===== src/rtl/liquid_glitch_anim.sv =====
// liquid_glitch_anim: pipelined per-channel mask-and-shift glitch with frame-latched, optionally animated level
//   clk, rst_n (async active-low) ; vid_p*_in pixel/DE/HSync/VSync in ; level, anim_en, anim_rate controls
//   vid_p*_out processed pixel and syncs (2 clk latency) ; level_active = level currently applied
//   LIQUID_GLITCH_WRAP_EN: rotate each channel left by L instead of mask-and-shift
module liquid_glitch_anim #(
  parameter int CH_W   = 8,
  parameter int NUM_CH = 3,
  parameter int LVL_W  = 3
) (
  input  logic                   clk,
  input  logic                   rst_n,
  input  logic [NUM_CH*CH_W-1:0] vid_pData_in,
  input  logic                   vid_pVDE_in,
  input  logic                   vid_pHSync_in,
  input  logic                   vid_pVSync_in,
  input  logic [LVL_W-1:0]       level,
  input  logic                   anim_en,
  input  logic [7:0]             anim_rate,
  output logic [NUM_CH*CH_W-1:0] vid_pData_out,
  output logic                   vid_pVDE_out,
  output logic                   vid_pHSync_out,
  output logic                   vid_pVSync_out,
  output logic [LVL_W-1:0]       level_active
);
  localparam int PW = NUM_CH * CH_W;
  typedef enum logic [1:0] {STATIC, RAMP_UP, RAMP_DOWN} state_t;
  state_t state, state_n;
  logic [LVL_W-1:0] lvl_n, lc, l1;
  logic [7:0] cnt, cnt_n, rate;
  logic vs_q, fb, de1, hs1, vs1, go_up;
  logic [PW-1:0] d1, sh;
  logic [CH_W-1:0] ch;
  assign lc   = (level > LVL_W'(CH_W - 1)) ? LVL_W'(CH_W - 1) : level;
  assign rate = (anim_rate == 8'd0) ? 8'd1 : anim_rate;
  assign fb   = vid_pVSync_in & ~vs_q;
  // a step heads up while below the clamped peak (or bouncing off 0), otherwise down
  assign go_up = (state == RAMP_UP) ? (level_active < lc) : (level_active == '0);
  always_comb begin
    state_n = state;
    lvl_n   = level_active;
    cnt_n   = cnt;
    if (fb) begin
      if (!anim_en) begin
        state_n = STATIC;
        lvl_n   = lc;
        cnt_n   = '0;
      end else if (state == STATIC) begin
        state_n = (level_active <= lc) ? RAMP_UP : RAMP_DOWN;
        cnt_n   = '0;
      end else if ({1'b0, cnt} + 9'd1 < {1'b0, rate}) begin
        cnt_n = cnt + 8'd1;
      end else begin
        cnt_n   = '0;
        state_n = go_up ? RAMP_UP : RAMP_DOWN;
        lvl_n   = go_up ? ((level_active < lc) ? level_active + LVL_W'(1) : level_active)
                        : ((level_active != '0) ? level_active - LVL_W'(1) : level_active);
      end
    end
  end
  // truncating left shift drops exactly the top L bits, i.e. the mask-then-shift result
  always_comb begin
    sh = '0;
    ch = '0;
    for (int i = 0; i < NUM_CH; i++) begin
      ch = d1[i*CH_W +: CH_W];
`ifdef LIQUID_GLITCH_WRAP_EN
      sh[i*CH_W +: CH_W] = CH_W'(({ch, ch} << l1) >> CH_W);
`else
      sh[i*CH_W +: CH_W] = ch << l1;
`endif
    end
  end
  // the stage-1 level takes the next-state value so the FB-cycle pixel already uses the new L
  always_ff @(posedge clk or negedge rst_n) begin
    if (!rst_n) begin
      state          <= STATIC;
      level_active   <= '0;
      cnt            <= '0;
      vs_q           <= 1'b0;
      d1             <= '0;
      de1            <= 1'b0;
      hs1            <= 1'b0;
      vs1            <= 1'b0;
      l1             <= '0;
      vid_pData_out  <= '0;
      vid_pVDE_out   <= 1'b0;
      vid_pHSync_out <= 1'b0;
      vid_pVSync_out <= 1'b0;
    end else begin
      state          <= state_n;
      level_active   <= lvl_n;
      cnt            <= cnt_n;
      vs_q           <= vid_pVSync_in;
      d1             <= vid_pData_in;
      de1            <= vid_pVDE_in;
      hs1            <= vid_pHSync_in;
      vs1            <= vid_pVSync_in;
      l1             <= lvl_n;
      vid_pData_out  <= sh;
      vid_pVDE_out   <= de1;
      vid_pHSync_out <= hs1;
      vid_pVSync_out <= vs1;
    end
  end
endmodule


===== config.mk =====
export PLATFORM = sky130hd
export DESIGN_NAME = liquid_glitch_anim
export DESIGN_NICKNAME = d
export VERILOG_FILES = /design/src/rtl/liquid_glitch_anim.sv
export SDC_FILE = /design/constraint.sdc
export NUM_CORES = 1
export LEC_CHECK = 0
export ABC_AREA = 1
export CORE_AREA = 2 2 109 69
export CTS_BUF_LIST = sky130_fd_sc_hd__clkbuf_4 sky130_fd_sc_hd__clkbuf_8
export DETAILED_ROUTE_END_ITERATION = 7
export DIE_AREA = 0 0 111 71
export HOLD_SLACK_MARGIN = 0.05
export PLACE_DENSITY_LB_ADDON = 0.15
export SLEW_MARGIN = 10
export SYNTH_ARGS = -nofsm -noshare
export SYNTH_HDL_FRONTEND = slang
export SYNTH_SLANG_ARGS = --single-unit

===== constraint.sdc =====
create_clock -name clk -period 2.2 [get_ports clk]
set_input_delay 0.22 -clock clk [delete_from_list [all_inputs] [get_ports clk]]
set_output_delay 0.22 -clock clk [all_outputs]
set_load 0.005 [all_outputs]

# After elaboration in Yosys (flattened, before gate mapping)
# Cells that the tools add are included.
[classes]
add_sub_neg = 4
magnitude_cmp = 4
eq_ne = 6
shifts = 3
n_mux = 17
n_bitwise = 2
reduce_logical = 6
[ops]
columns = ["operator", "n"]
rows = [
  ["$mux W8", 4],
  ["$shl A8 B3 Y8", 3],
  ["$mux W3", 7],
  ["$mux W2", 5],
  ["$add A8 B1 Y9 const B", 1],
  ["$lt A9 B8 Y1", 1],
  ["$add A8 B1 Y8 const B", 1],
  ["$logic_not A8 Y1", 1],
  ["$reduce_and A5 Y1", 1],
  ["$ne A2 B2 Y1 const B", 2],
  ["$add A3 B1 Y3 const B", 1],
  ["$gt A3 B3 Y1 const B", 1],
  ["$le A3 B3 Y1", 1],
  ["$logic_not A3 Y1", 1],
  ["$lt A3 B3 Y1", 1],
  ["$ne A3 B1 Y1 const B", 1],
  ["$ne A3 B2 Y1 const B", 1],
  ["$ne A3 B3 Y1 const B", 1],
  ["$reduce_bool A3 Y1", 1],
  ["$sub A3 B1 Y3 const B", 1],
  ["$eq A2 B1 Y1 const B", 1],
  ["$logic_not A2 Y1", 1],
  ["$reduce_and A2 Y1", 1],
  ["$and A1 B1 Y1", 1],
  ["2 further kinds", 2],
]
[totals]
ff_bits = 67
input_bits = 41
out_inout_bits = 30
word_cells = 53

# Logic depth before layout (Yosys ltp)
# Gate-level depths: netlist of the first run.
[depth]
depth_word = 8
ltp_mapped = 15

# Worst setup path before layout of the first run
# OpenSTA, ideal clock, no wires.
[synth_timing]
path_type = "register -> register"
start = "reg l1[0] (netlist name)"
end = "reg l1[2]"
setup_time_ns = 0.065
arrival_time_ns = 2.252
t_required_ns = 2.135
slack_ns = -0.117
stages_incl_launch_ff = 16
synth_period_minus_slack_ns = 2.317
path_cell_list = "dfrtp_1 -> inv_1 -> clkbuf_1 -> ha_1 -> nand3b_1 -> nand3_1 -> nand2_1 -> inv_1 -> fa_1 -> xnor2_1 -> inv_1 -> nand3_1 -> nand3_1 -> nand2_1 -> nand4_1 -> nand2_1"
[synth_lines]
columns = ["element", "line", "source"]
rows = [
  ["to (signal assigned)", "98", "l1 <= lvl_n;"],
  ["to (decl)", "28", "logic [LVL_W-1:0] lvl_n, lc, l1;"],
]

# Final worst setup path of the first run
[layout_timing]
start = "reg cnt[1]"
end = "reg cnt[2]"
[layout_between]
elab_chain_len = 5
[layout_lines]
columns = ["element", "line", "source"]
rows = [
  ["from (decl)", "29", "logic [7:0] cnt, cnt_n, rate;"],
  ["from (signal assigned)", "92", "cnt <= cnt_n;"],
  ["$add A8 B1 Y9", "50", "end else if ({1'b0, cnt} + 9'd1 < {1'b0, rate}) begin"],
  ["$lt A9 B8 Y1", "50", ""],
  ["$mux W8 *", "50", ""],
  ["$mux W8 *", "47", "end else if (state == STATIC) begin"],
  ["$mux W8 *", "43", "if (!anim_en) begin"],
]
# Mark *: on every way between the ends. The rest lies on a longest branch, timed or not.
# A chain may end at the register's enable or synchronous reset.

==> results of run 1 <==
[cells in the final DEF, fill, tap and decap left out, types with 3 or more instances in the layout]
cell type / synthesis / final
a21oi_1: 4 / 3
buf_4: 0 / 20
clkbuf_8: 0 / 10
clkdlybuf4s50_1: 0 / 69
dfrtp_1: 67 / 67
ha_1: 11 / 8
inv_1: 36 / 34
inv_2: 1 / 3
mux2i_1: 7 / 7
nand2_1: 96 / 91
nand2_2: 0 / 4
nand3_1: 26 / 22
nand3_2: 3 / 5
nand4_1: 3 / 3
nor2_1: 29 / 27
o21ai_0: 24 / 24
o21ai_2: 4 / 4
o22ai_2: 4 / 4
xor2_1: 6 / 4
[flip-flops by register name (all words and copies together) (netlist names), 2 cells and up]
signal,count
d1,24
vid_pData_out,24
cnt,8
l1,3
state,2
[cells by family (layout without fill, tap and decap cells)]
family,count (synthesis),after routing,synth area share
compound gates,43,43,0.0896
buf+inv,51,147,0.0666
mux,7,7,0.0222
xor+xnor,7,7,0.0194
simple gates,164,164,0.221
fa+ha+maj,12,12,0.0500
flops,67,67,0.531
[stage by stage]
stage | instances | setup slack, ns | TNS (ns) | util
CTS | 538 | -0.0887 | -0.755 | 0.630
global route | 538 | -0.243 | -2.60 | 0.641
global placement | 521 | -0.269 | -0.870 | 0.588
detailed placement | 521 | -0.334 | -1.80 | 0.588
finish | 538 | -0.120 | -0.894 | 0.641
floorplan | 351 | 0.00110 | 0 | -
[power groups by stage]
stage          registers (µW)  logic (µW)  clock network, µW
3_3_place_gp             1670        2220                  0
3_5_place_dp             1690        2260                  0
4_1_cts                  1660        2300               1160
5_1_grt                  1700        2630               1220
2_1_floorplan            1700        1180                  0
6_report                 1670        2350               1130
[area by class of cell]
type                    instances  area [µm²]
clock buffers                  10         138
clock inverters                 6        88.8
fillers                       586        2490
inverters                      37         139
multi-input cells             233        1390
flip-flops and latches         67        1680
well taps                      91         114
repair buffers                 94         902
[critical path, delay by kind of cell (launching register included)]
family | cells | cell delay [ns]
buffers and inverters | 1 | 0.15
xor gates and xnor gates | 1 | 0.18
and+or+nand+nor | 7 | 0.73
DFF | 1 | 0.37
adders and majority gates | 2 | 0.49
AOI/OAI and AO/OA | 2 | 0.30
[path summary, 6_finish.rpt]
check	start	slack (ns)	endpoint
min in group asynchronous	rst_n	0.41	vid_pData_out[1]
hold reg to reg	de1	0.36	vid_pVDE_out
setup reg to reg	cnt[1]	-0.12	cnt[2]
setup / recovery	cnt[1]	-0.12	cnt[2]
hold / removal	vid_pData_in[13]	0.30	d1[13]
max in group asynchronous	rst_n	1.50	state[0]
[what timing repair did]
item                                    in CTS  in global routing
hold endpoints to repair                    67                  0
hold buffers                                 1                  0
gates resized for setup                     12                 16
pin swaps                                   10                  6
setup buffers                                0                  0
endpoints found under the setup margin      13                 13
[routing by layer]
layer	track usage	wire length (µm)	vias up
met3	0.0771	537	8
met4	0.0556	85	0
met1	0.317	3850	1163
met5	0	0	-
met2	0.263	2820	89
li1	-	-	1301
==> impl_metrics.csv, run 1 <==
group,metric,value,unit
floorplanning,io_pins,71,
yosys,yosysTopAreaCell,"dfrtp_1",
power_and_ir_drop,p_clk_frac,0.220,
routing,ant_nets,0,
yosys,synth_top_area_share,0.531,
placement,place_area,4080,µm²
setup_path,critPathSlowestCell,"dfrtp_1",
worst_hold_path,min_path_cells,1,
grt,grt.total_usage,0.204,
grt,grt_pass1_wl,12.3,mm
layout,layout.nets,495,
layout,finalInstanceArea,4450,µm²
power_and_ir_drop,power.leakage,0.00208,µW
setup_path,endpoint_kind,"flip-flop",
placement,place_congestion,0.856,
routing,drt-initial-drc-count,127,
layout,drive_gt1_frac,0.168,
yosys,synthFlopType,"dfrtp_1",
placement,dp_hpwl,5.49,mm
cts,h-tree-depth,3,
floorplanning,die_y,71,µm
power_and_ir_drop,switching_power,1820,µW
setup_path,required,2.47,ns
sta,whs,0.303,ns
floorplanning,fp.dieW,111,µm
power_and_ir_drop,p_int,3330,µW
sta,fin_crit,2.32,ns
yosys,synth_most_common_cell,"nand2_1",
setup_path,worstPathCellList,"ha_2, nand2_2, nor2_4, nand3_2, xor2_2, ha_1, a21o_1, nand3_2, nand2_2, nor2_4, nand3_4, buf_8, o21ai_2",
sta,finalClockSkew,0.00918,ns
yosys,syn_avg_cell_area,8.99,µm²
power_and_ir_drop,power,5150,µW
cts,cts_tree,"yes",
floorplanning,core-area,6940,µm²
yosys,syn-cell-area,3160,µm²
power_and_ir_drop,cellPowerDensity,1160,nW/µm²
sta,slew_violations,0,
setup_path,path_class,"reg -> reg",
cts,clk_latency,0.35,ns
setup_path,crit_arrival,2.59,ns
power_and_ir_drop,pwr-share-comb,0.456,
yosys,ys_seq_area_frac,0.531,
yosys,ys_types,31,
run_status,violations,"setup timing",
routing,drcViolationCount,0,
yosys,synth_fp_nets,404,
layout,syn_to_final_growth,41.0,%
power_and_ir_drop,ir_drop,0.582,mV
sta,setup_violations,13,
cts,clk_pin_slew,0.07,ns
yosys,synth_common_cells,"96 x nand2_1, 67 x dfrtp_1, 36 x inv_1",
yosys,synthCells,351,
sta,tightest_slew,0.561,ns
routing,drt_wl_total,7.30,mm
sta,relSlewSlack,0.625,
routing,viasPerCell,4.76,
sta,max_freq,0.431,GHz
cts,cts_buffer_depth,2,
cts,cts_sinks,67,
sta,rsz0062_at_grt,"true",
setup_path,path_max_fanout,8,
setup_path,worst-r2r-cell-count,13,
grt,grt_max_degree,68,
grt,antenna_found_initial,0,
floorplanning,start_util,0.455,
yosys,async_reset_ff_frac,1.00,
routing,vias,2561,
routing,dr.pass1.iters,4,
layout,diodes,0,
power_and_ir_drop,swShare,0.353,
cts,cts_buffers,9,
cts,cts_root_buffer,"clkbuf_8",
job,maxCapViolCount,0,
run_status,status,"finished with violations",
yosys,synth_seq_cells,67,
yosys,synth_area_leaders,"dfrtp_1 53%, nand2_1 11%, ha_1 4.4%, inv_1 4.3%, nand3_1 4.1%",
yosys,ys_warn_count,0,
setup_path,critPathLaunchType,"flip-flop",
placement,io_buffers,70,
sta,period_share,1.05,
floorplanning,dieArea,7880,µm²
grt,gr-total-overflow,0,
floorplanning,placementRows,24,
setup_path,critPathMaxStageDelay,0.37,ns
sta,hold_viol_final,0,
routing,wl_per_cell,13.6,µm
power_and_ir_drop,seqPwrFrac,0.325,
yosys,synth_edf_count,0,
sta,fin_ws,-0.120,ns
worst_hold_path,hp-class,"in -> reg",
grt,grt_pass1_vias,2486,
Note: power is estimated with default switching activity, not from simulation.
==> run 2, diff against run 1 <==
==> constraint.sdc (replaced) <==
create_clock -name clk -period 2.2 [get_ports clk]
set_input_delay 0.44 -clock clk [delete_from_list [all_inputs] [get_ports clk]]
set_output_delay 0.44 -clock clk [all_outputs]
set_load 0.005 [all_outputs]
==> impl_metrics.csv, run 2 (synthesized netlist as in run 1, its figures left out) <==
group,metric,value,unit
sta,rsz0062_at_grt,"true",
power_and_ir_drop,power,5070,µW
cts,cts_sinks,67,
cts,clk_latency,0.34,ns
setup_path,critPathMaxStageDelay,0.45,ns
power_and_ir_drop,ir_drop,0.527,mV
run_status,status,"finished with violations",
power_and_ir_drop,p_clk_frac,0.186,
cts,cts_root_buffer,"clkbuf_8",
sta,hold_viol_final,0,
power_and_ir_drop,swShare,0.374,
grt,gr-total-overflow,0,
setup_path,crit_buf_inv,8,
sta,setup_violations,13,
setup_path,path_class,"in -> reg",
floorplanning,dieArea,7880,µm²
sta,fin_ws,-0.0982,ns
grt,grt_pass1_vias,2491,
layout,diodes,0,
run_status,violations,"setup timing",
sta,period_share,1.04,
setup_path,critPathSlowestCell,"clkdlybuf4s50_1",
floorplanning,die_y,71,µm
placement,io_buffers,70,
setup_path,crit_top_cell,"buf_4",
setup_path,crit_family,"buffers and inverters",
floorplanning,start_util,0.455,
grt,antenna_found_initial,0,
power_and_ir_drop,pwr-share-comb,0.486,
sta,setup-tns-final,-0.831,ns
routing,drcViolationCount,0,
power_and_ir_drop,power.leakage,0.00213,µW
cts,cts_buffer_depth,2,
placement,place_inst,521,
power_and_ir_drop,switching_power,1890,µW
layout,syn_to_final_growth,43.5,%
routing,ant_nets,0,
routing,vias,2567,
floorplanning,io_pins,71,
placement,place_area,4080,µm²
sta,relSlewSlack,0.620,
floorplanning,core-area,6940,µm²
layout,reg_top3,"d1: 24 flops, vid_pData_out: 24 flops, cnt: 8 flops",
setup_path,path_max_fanout,2,
layout,final_cell_mix,"90 x nand2_1, 68 x clkdlybuf4s50_1, 67 x dfrtp_1, 35 x inv_1, 31 x buf_4",
power_and_ir_drop,p_int,3180,µW
sta,finalClockSkew,0.00806,ns
layout,layout.nets,506,
layout,drive_gt1_frac,0.201,
worst_hold_path,hp-class,"in -> async",
job,maxCapViolCount,0,
layout,final_common_cell,"nand2_1",
cts,cts_buffers,9,
placement,dp_hpwl,5.33,mm
setup_path,critPathLaunchType,"input port",
grt,grt_pass1_wl,12.2,mm
layout,finalInstanceArea,4530,µm²
grt,grt_max_degree,68,
layout,finalNonFillerCells,549,
layout,post-route-util,0.653,
setup_path,required,2.49,ns
sta,fin_crit,2.30,ns
setup_path,endpoint_kind,"flip-flop",
routing,drt-initial-drc-count,160,
grt,grt.total_usage,0.199,
sta,tightest_slew,0.570,ns
routing,viasPerCell,4.68,
floorplanning,placementRows,24,
layout,fillers,598,
routing,dr.pass1.iters,4,
routing,wl_per_cell,13.7,µm
setup_path,crit_arrival,2.58,ns
cts,clk_pin_slew,0.08,ns
routing,drt_wl_total,7.50,mm
setup_path,worstPathCellList,"clkdlybuf4s50_1, inv_1, ha_1, nand3b_1, nand3_2, buf_4, buf_4, buf_4, buf_4, buf_4, buf_4, nand3_1, nand3_1, nand2_1, nand4_1, nand2_1",
power_and_ir_drop,cellPowerDensity,1120,nW/µm²
sta,max_freq,0.435,GHz
power_and_ir_drop,seqPwrFrac,0.328,
cts,cts_tree,"yes",
floorplanning,fp.dieW,111,µm
cts,h-tree-depth,3,
sta,slew_violations,0,
placement,place_congestion,0.855,
cts,cts_hold_buf,0,
[run 2: cell types whose count changed in the layout (fill, tap and decap cells not counted), moves of 2 or more]
cell,before,now
buf_6,1,3
buf_4,20,31
bufinv_16,2,0
nand3_1,22,20
clkinv_4,1,3
nor2_4,2,4
nand3_2,5,7
[run 2: final cells by class]
| type | count | area [µm²] | share of cell area |
|---|---|---|---|
| clock buffer | 10 | 138 | 0.0304 |
| clock inverter | 6 | 50.0 | 0.0111 |
| inverter | 37 | 139 | 0.0307 |
| multi-input combinational | 233 | 1430 | 0.315 |
| sequential | 67 | 1680 | 0.370 |
| tap | 91 | 114 | 0.0252 |
| timing repair buffer | 105 | 985 | 0.218 |
[run 2: what timing repair did]
action | CTS | global route
endpoints found under the setup margin | 13 | 13
resized for setup | 20 | 17
pin swaps | 13 | 9
hold endpoints to repair | 0 | 0
buffers inserted | 10 | 2
[run 2: worst paths after layout]
check                      startpoint                end  slack (ns)  depth (start not counted)
max                          level[1]              l1[2]        -0.1                         16
min                             rst_n  vid_pData_out[15]         0.1                          2
max reg2reg                    cnt[0]           state[1]       -0.09                         14
min reg2reg                       de1       vid_pVDE_out        0.36                          0
max in group asynchronous       rst_n           state[1]        1.81                          2
min in group clk                  de1       vid_pVDE_out        0.36                          0
[run 2: metal layers]
| metal | global-route usage | part of all wire | up-vias |
|---|---|---|---|
| li1 | - | - | 1325 |
| met1 | 0.323 | 0.54 | 1153 |
| met2 | 0.251 | 0.38 | 87 |
| met3 | 0.0566 | 0.069 | 2 |
| met4 | 0.0625 | 0.0031 | 0 |
| met5 | 0 | 0 | - |
[run 2: power by group through the flow]
stage	sequential [µW]	combinational (µW)	clock, µW
3_3_place_gp	1670	2200	0
4_1_cts	1660	2380	969
2_1_floorplan	1700	1180	0
6_report	1660	2470	944
3_5_place_dp	1680	2240	0
5_1_grt	1690	2730	1030
[run 2: metrics by stage]
stage | setup WS [ns] | hold WS, ns
finish | -0.0982 | 0.0973
global route | -0.256 | 0.117
CTS | -0.0346 | 0.112
detailed placement | -0.588 | 0.338
global placement | -0.489 | 0.339
floorplan | 0.00110 | 0.144
==> run 3, diff against run 2 <==
- CTS_CLUSTER_SIZE: default -> 10
- SKIP_CTS_REPAIR_TIMING: default -> 1
==> impl_metrics.csv, run 3 (synthesized netlist as in run 1, its figures left out) <==
group,metric,value,unit
floorplanning,core-area,6940,µm²
placement,place_congestion,0.855,
cts,clk_latency,0.34,ns
job,maxCapViolCount,0,
sta,relSlewSlack,0.622,
layout,regArea,1680,µm²
layout,fillers,603,
layout,syn_to_final_growth,40.8,%
sta,whs,0.105,ns
floorplanning,placementRows,24,
cts,cts_root_buffer,"clkbuf_8",
sta,setup_violations,13,
cts,cts_buffers,9,
layout,reg_top3,"d1: 24 flops, vid_pData_out: 24 flops, cnt: 8 flops",
power_and_ir_drop,power,4970,µW
grt,grt_pass1_vias,2406,
routing,ant_nets,0,
worst_hold_path,hp-class,"in -> async",
setup_path,required,2.43,ns
placement,io_buffers,70,
power_and_ir_drop,power.leakage,0.00207,µW
grt,grt_pass1_wl,11.8,mm
placement,place_inst,521,
grt,antenna_found_initial,0,
floorplanning,io_pins,71,
routing,drt-initial-drc-count,144,
layout,drive_gt1_frac,0.179,
sta,rsz0062_at_grt,"true",
routing,wl_per_cell,13.5,µm
cts,cts_tree,"yes",
grt,grt.total_usage,0.192,
setup_path,path_class,"reg -> reg",
sta,slew_violations,0,
sta,period_share,1.04,
layout,layout.nets,496,
placement,dp_hpwl,5.33,mm
grt,grt_max_degree,68,
routing,viasPerCell,4.68,
sta,max_freq,0.438,GHz
layout,final_common_cell,"nand2_1",
run_status,violations,"setup timing",
layout,final_cell_mix,"91 x nand2_1, 68 x clkdlybuf4s50_1, 67 x dfrtp_1, 35 x inv_1, 27 x nor2_1",
setup_path,crit_arrival,2.52,ns
setup_path,critPathLaunchType,"flip-flop",
setup_path,endpoint_kind,"flip-flop",
cts,h-tree-depth,3,
sta,hold_viol_final,0,
cts,cts_sinks,67,
power_and_ir_drop,cellPowerDensity,1120,nW/µm²
floorplanning,start_util,0.455,
layout,diodes,0,
floorplanning,dieArea,7880,µm²
cts,cts_buffer_depth,2,
sta,tightest_slew,0.567,ns
routing,drt_wl_total,7.26,mm
power_and_ir_drop,ir_drop,0.508,mV
routing,drcViolationCount,0,
cts,clk_pin_slew,0.08,ns
layout,finalNonFillerCells,539,
routing,dr.pass1.iters,5,
layout,multi_input_area,1420,µm²
routing,vias,2520,
sta,finalClockSkew,0.00758,ns
sta,fin_crit,2.29,ns
grt,gr-total-overflow,0,
floorplanning,fp.dieW,111,µm
sta,fin_ws,-0.0856,ns
run_status,status,"finished with violations",
setup_path,path_max_fanout,3,
floorplanning,die_y,71,µm
[run 3: worst paths after layout]
path / to / from / cells past startpoint / slack (ns)
setup reg to reg: state[1] / cnt[1] / 13 / -0.09
min in group clk: vid_pVDE_out / de1 / 0 / 0.36
max in group asynchronous: state[1] / rst_n / 2 / 1.83
hold reg to reg: vid_pVDE_out / de1 / 0 / 0.36
hold / removal: vid_pData_out[15] / rst_n / 2 / 0.11
setup / recovery: state[1] / cnt[1] / 13 / -0.09
[run 3: cell type report]
| type | count | share of cell area |
|---|---|---|
| Inverter | 37 | 0.0312 |
| Clock buffer | 10 | 0.0310 |
| Clock inverter | 6 | 0.0113 |
| Tap cell | 91 | 0.0256 |
| Multi-Input combinational cell | 233 | 0.320 |
| Timing Repair Buffer | 95 | 0.204 |
| Sequential cell | 67 | 0.377 |
[run 3: metrics by stage]
step	setup slack (ns)	utilization	TNS [ns]	instance area, µm²
floorplan	0.00110	-	0	3160
global placement	-0.489	0.588	-1.40	4080
detailed placement	-0.588	0.588	-1.73	4080
CTS	-0.225	0.615	-1.17	4270
global route	-0.249	0.641	-2.86	4440
finish	-0.0856	0.641	-0.712	4440
[run 3: worst max-delay path, cell delays in order (launching register included)]
cell and delay [ns]:
dfrtp_1 0.36, ha_2 0.19, nand2_2 0.07, nor2_4 0.19
xor2_2 0.19, ha_1 0.27, a21o_1 0.19, nor2_1 0.16
nor2_4 0.06, nor2_4 0.16, nand3_4 0.09, buf_6 0.13
nand3b_2 0.06, nand2_1 0.05
[run 3: power by group]
group | internal [µW] | total [µW] | leakage [µW] | switching (µW)
clock network | 449 | 949 | 0.0000891 | 500
logic | 1140 | 2360 | 0.00116 | 1220
registers | 1530 | 1660 | 0.000821 | 132
total | 3110 | 4970 | 0.00207 | 1850
[run 3: metal layers]
metal  wire length (µm)  GRT usage  up-vias
met2               2710      0.231       99
li1                   -          -     1302
met1               3880      0.317     1114
met3                620     0.0574        5
met4                 49     0.0653        0
met5                  0          0        -
